<file path="src/rtl/gas_alarm_controller.sv">
// gas_alarm_controller: debounces the decoded gas code, latches an alarm event,
// drives the valve/fan/sounder and runs a timed ventilation purge after acknowledge.
module gas_alarm_controller #(
   parameter int unsigned CONFIRM_CYCLES = 4,
   parameter int unsigned VENT_CYCLES    = 16,
   parameter int unsigned CNT_W          = 8
) (
   input  logic             clk,
   input  logic             arst,
   input  logic [2:0]       gas_code,
   input  logic             ack,
   output logic             alarm,
   output logic             fan_on,
   output logic             valve_close,
   output logic [2:0]       latched_gas,
   output logic [1:0]       state,
   output logic [CNT_W-1:0] event_count
);

   localparam int unsigned CONF_W = (CONFIRM_CYCLES > 1) ? $clog2(CONFIRM_CYCLES) : 1;
   localparam int unsigned VENT_W = (VENT_CYCLES > 1) ? $clog2(VENT_CYCLES) : 1;
   localparam logic [CONF_W-1:0] CONF_LAST = CONF_W'(CONFIRM_CYCLES - 1);
   localparam logic [VENT_W-1:0] VENT_LAST = VENT_W'(VENT_CYCLES - 1);

   typedef enum logic [1:0] {
      S_IDLE    = 2'b00,
      S_CONFIRM = 2'b01,
      S_ALARM   = 2'b10,
      S_VENT    = 2'b11
   } state_t;

   state_t            state_q, state_n;
   logic [CONF_W-1:0] conf_q, conf_n;
   logic [VENT_W-1:0] vent_q, vent_n;
   logic [2:0]        latched_q, latched_n;
   logic [CNT_W-1:0]  count_q, count_n;
   logic              alarm_q, alarm_n;
   logic              fan_q, fan_n;
   logic              valve_q, valve_n;
   logic              gas_present;
   logic              responding_n;

   assign gas_present = (gas_code != 3'b000);

   // State register and registered actuator outputs
   always_ff @(posedge clk or negedge arst) begin
      if (!arst) begin
         state_q   <= S_IDLE;
         conf_q    <= '0;
         vent_q    <= '0;
         latched_q <= '0;
         count_q   <= '0;
         alarm_q   <= 1'b0;
         fan_q     <= 1'b0;
         valve_q   <= 1'b0;
      end else begin
         state_q   <= state_n;
         conf_q    <= conf_n;
         vent_q    <= vent_n;
         latched_q <= latched_n;
         count_q   <= count_n;
         alarm_q   <= alarm_n;
         fan_q     <= fan_n;
         valve_q   <= valve_n;
      end
   end

   // Next-state, counters, gas accumulation and next actuator values
   always_comb begin
      state_n   = state_q;
      conf_n    = conf_q;
      vent_n    = vent_q;
      latched_n = latched_q;
      count_n   = count_q;

      case (state_q)
         S_IDLE: begin
            if (gas_present) begin
               state_n   = S_CONFIRM;
               conf_n    = CONF_W'(1);
               latched_n = gas_code;
            end
         end
         S_CONFIRM: begin
            if (!gas_present) begin
               state_n   = S_IDLE;
               latched_n = 3'b000;
               conf_n    = '0;
            end else begin
               latched_n = latched_q | gas_code;
               if (conf_q == CONF_LAST) begin
                  state_n = S_ALARM;
                  conf_n  = '0;
                  if (count_q != {CNT_W{1'b1}}) begin
                     count_n = count_q + CNT_W'(1);
                  end
               end else begin
                  conf_n = conf_q + CONF_W'(1);
               end
            end
         end
         S_ALARM: begin
            latched_n = latched_q | gas_code;
            if (ack && !gas_present) begin
               state_n = S_VENT;
               vent_n  = VENT_LAST;
            end
         end
         S_VENT: begin
            if (gas_present) begin
               // Same event re-entering alarm: counter untouched
               state_n   = S_ALARM;
               latched_n = latched_q | gas_code;
            end else if (vent_q == '0) begin
               state_n   = S_IDLE;
               latched_n = 3'b000;
            end else begin
               vent_n = vent_q - VENT_W'(1);
            end
         end
         default: begin
            state_n = S_IDLE;
         end
      endcase

      responding_n = (state_n == S_ALARM) || (state_n == S_VENT);
      alarm_n      = (state_n == S_ALARM);
      fan_n        = responding_n;
      valve_n      = responding_n && latched_n[0];
   end

   assign alarm       = alarm_q;
   assign fan_on      = fan_q;
   assign valve_close = valve_q;
   assign latched_gas = latched_q;
   assign state       = state_q;
   assign event_count = count_q;

endmodule

</file>
<file path="config.mk">
export PLATFORM = sky130hd
export DESIGN_NAME = gas_alarm_controller
export DESIGN_NICKNAME = d
export VERILOG_FILES = /design/src/rtl/gas_alarm_controller.sv
export SDC_FILE = /design/constraint.sdc
export NUM_CORES = 1
export LEC_CHECK = 0
export CAP_MARGIN = 0
export CORE_ASPECT_RATIO = 0.8
export CORE_MARGIN = 1
export CORE_UTILIZATION = 50
export CTS_CLUSTER_DIAMETER = 60
export DETAILED_ROUTE_END_ITERATION = 12
export PLACE_DENSITY_LB_ADDON = 0.2
export SYNTH_ARGS = -nofsm -noshare
export SYNTH_HDL_FRONTEND = slang
export SYNTH_SLANG_ARGS = --single-unit
</file>
<file path="constraint.sdc">
create_clock -name clk -period 2 [get_ports clk]
set_clock_uncertainty 0.1 [all_clocks]
set_input_delay 0.4 -clock clk [delete_from_list [all_inputs] [get_ports clk]]
set_output_delay 0.4 -clock clk [all_outputs]
set_load 0.02 [all_outputs]
</file>
==> summary.txt <==
R2R cell count -> 5
via count -> 895
dpl hpwl -> 1670 um
Setup violations, final -> 0
IO Port Bufs -> 21
Yosys cell types -> 40
WP data arrival -> 2.00 ns
buffers and inverters on the worst path -> 1
crit path from -> gas_code[1]
final WL -> 2250 um
CP top delay family -> simple AND/OR/NAND/NOR gates
final core occ -> 0.672
DIE AREA -> 0.00246 sq mm
Crit. End Element -> flip-flop
vias in the first global route -> 830
Max Cap Viol -> 0
Final nets -> 148
Fill cells -> 175
Worst-Margin Slew -> 0.290 ns
core outline area -> 0.00214 sq mm
initial antenna violation count -> 0
Iteration-0 DRC Markers -> 16
Critical Path Max Stage Delay -> 0.52 ns
crit path time final -> 1.90 ns
Post-Syn Instances -> 108
status -> finished clean
startpoint type of the worst setup path -> input pin
worst vdd ir -> 564 uV
dpl ws -> -0.288 ns
antenna diode count -> 0
DRC Markers -> 0
RSZ-0062 raised after global routing -> no
initial core utilization -> 0.529
IO Pins -> 22
fmax -> 525 MHz
reg-to-reg startpoint -> conf_q[0]
ys async rst share -> 1.00
Clock Sink Count -> 21
largest net degree at the start of global routing -> 22
PnR worst setup slack -> 0.0963 ns
number of enable flip-flop cells after synthesis -> 0
total power -> 0.743 mW
sequential share of the synthesized area -> 0.465
PwrDens -> 517 mW/mm^2
Die Y-Extent -> 44.5 um
worst reg2reg setup slack -> 0.12 ns
first-pass GRT wire length -> 3600 um
Total GRT Usage -> 0.207
share of layout cells above drive strength 1 -> 0.210
multi-input logic area -> 549 sq um
Reg clk slew, reported paths -> 0.12 ns
hold_buf cts -> 0
synthesized area -> 0.00113 sq mm
CP max stage cell -> clkdlybuf4s50_1
clock tree buffer depth -> 2
CTS H-Tree Depth -> 1
Avg WL per Cell -> 13.8 um
worst hold path type -> input pin to async pin
count of final hold-check violations -> 0
Max Slew Vio Count -> 0
FF+latch area -> 527 sq um
Max transition margin -> 0.807
vias per cell -> 5.49
Core Rows -> 15
Setup CP Type -> input pin to flip-flop
critical path fanouts, max -> 4
total leakage power -> 0.571 nW
Worst Path Required -> 2.09 ns
Top FF cell, synth -> dfrtp_1
clk_lat worst skew -> 0.30 ns
Antenna Nets Post-Route -> 0
syn avg cell area -> 10.5 sq um
CTS tree -> built
P&R area growth vs syn -> 27.1%
crit path cell chain -> clkdlybuf4s50_1, nor3_1, or3_4, nor4_2, mux2_2
Mapped Nets -> 117
Seq cells post-synth -> 21
fin crit share -> 0.952
Yosys warning total -> 0
Crit Reg-Reg Endpoint -> event_count[6]
total gr overflow -> 0
GPL Wtd Cong -> 0.814
root buffer cell -> clkbuf_4
detailed-router iteration count before antenna repair -> 4
Die Width -> 55.2 um
CTS buffer count -> 3
Post-CTS Setup Bufs -> 0
==> cells in the mapped netlist, drive strengths merged, types with 2 or more instances <==
cell / n / area (sq um)
a21oi: 6 / 30.0
a41oi: 2 / 25.0
and4: 2 / 17.5
buf: 4 / 35.0
dfrtp: 21 / 526
ha: 3 / 37.5
inv: 7 / 26.3
mux2: 4 / 45.0
nand2: 9 / 33.8
nand2b: 2 / 12.5
nand3: 3 / 15.0
nand4: 2 / 12.5
nor2: 7 / 26.3
nor2b: 2 / 12.5
nor3: 7 / 40.0
nor3b: 2 / 26.3
o21ai: 6 / 30.0
or3: 2 / 18.8
xor2: 2 / 17.5
==> area by class of cell <==
class / instances / share of cell area
timing repair buffer: 30 / 0.193
clock buffer: 4 / 0.0183
inverter: 7 / 0.0183
tap: 25 / 0.0218
multi-input combinational: 76 / 0.382
sequential: 21 / 0.366
==> layer usage <==
layer | track usage | vias to the layer above | share of wire
met5 | 0 | - | 0
met4 | 0.0550 | 0 | 0.0067
met3 | 0.0653 | 2 | 0.040
met2 | 0.318 | 18 | 0.46
met1 | 0.281 | 428 | 0.50
li1 | - | 447 | -
==> worst register-to-register path: cells and delay by family, from the launching register on <==
family | cells | cell delay [ns]
flops | 1 | 0.39
mux | 1 | 0.36
simple gates | 3 | 0.74
fa+ha+maj | 1 | 0.21
==> state kept, by name, indices dropped and copies added (netlist names) <==
name,cells
fan_on,1
state,1
alarm,1
conf_q,2
vent_q,4
valve_close,1
latched_gas,3
event_count,8
==> kinds of logic (layout without fill, tap and decap cells) <==
family	after synthesis	count (layout)	synth area share
XOR/XNOR	3	3	0.0232
flip-flops	21	21	0.465
AO/OA/AOI/OAI	21	21	0.133
buffers and inverters	11	41	0.0542
multiplexers	5	5	0.0487
AND/OR/NAND/NOR	44	44	0.243
adder cells (fa/ha/maj)	3	3	0.0332
==> layout by cell type, fill, tap and decap left out, types with 4 or more instances in the layout <==
cell type         n
clkdlybuf4s50_1  21
dfrtp_1          20
nand2_1           9
buf_4             9
inv_1             7
nor2_1            7
o21ai_0           6
a21oi_1           6
nor3_1            5
mux2_2            4
==> repair_timing <==
item | in CTS | in global routing
endpoints found under the hold margin | 0 | 0
resized for setup | 0 | 2
setup endpoints to repair | 0 | 2
==> stage by stage <==
step	std cells	hold slack, ns	instance area, sq um	TNS, ns
final	163	0.327	1440	0
after CTS	163	0.334	1430	0
after global placement	159	0.391	1410	-1.13
after detailed placement	159	0.411	1410	-1.36
after global routing	163	0.360	1440	0
after floorplan	108	0.00441	1130	0
==> where the power goes <==
group	switching, mW	leakage (nW)	internal [mW]
sequential	0.0164	0.232	0.443
combinational	0.0402	0.324	0.0402
clock	0.125	0.0150	0.0777
total	0.182	0.571	0.561
==> worst max-delay path by stage <==
stage,endpoint,cells past startpoint,slack [ns]
floorplan,event_count[6],5,0.18
global placement,event_count[6],5,-0.21
detailed placement,event_count[5],5,-0.29
CTS,event_count[7],1,0.04
global route,event_count[6],5,0.03
finish,event_count[6],5,0.1
(Power assumes the default switching activity.)
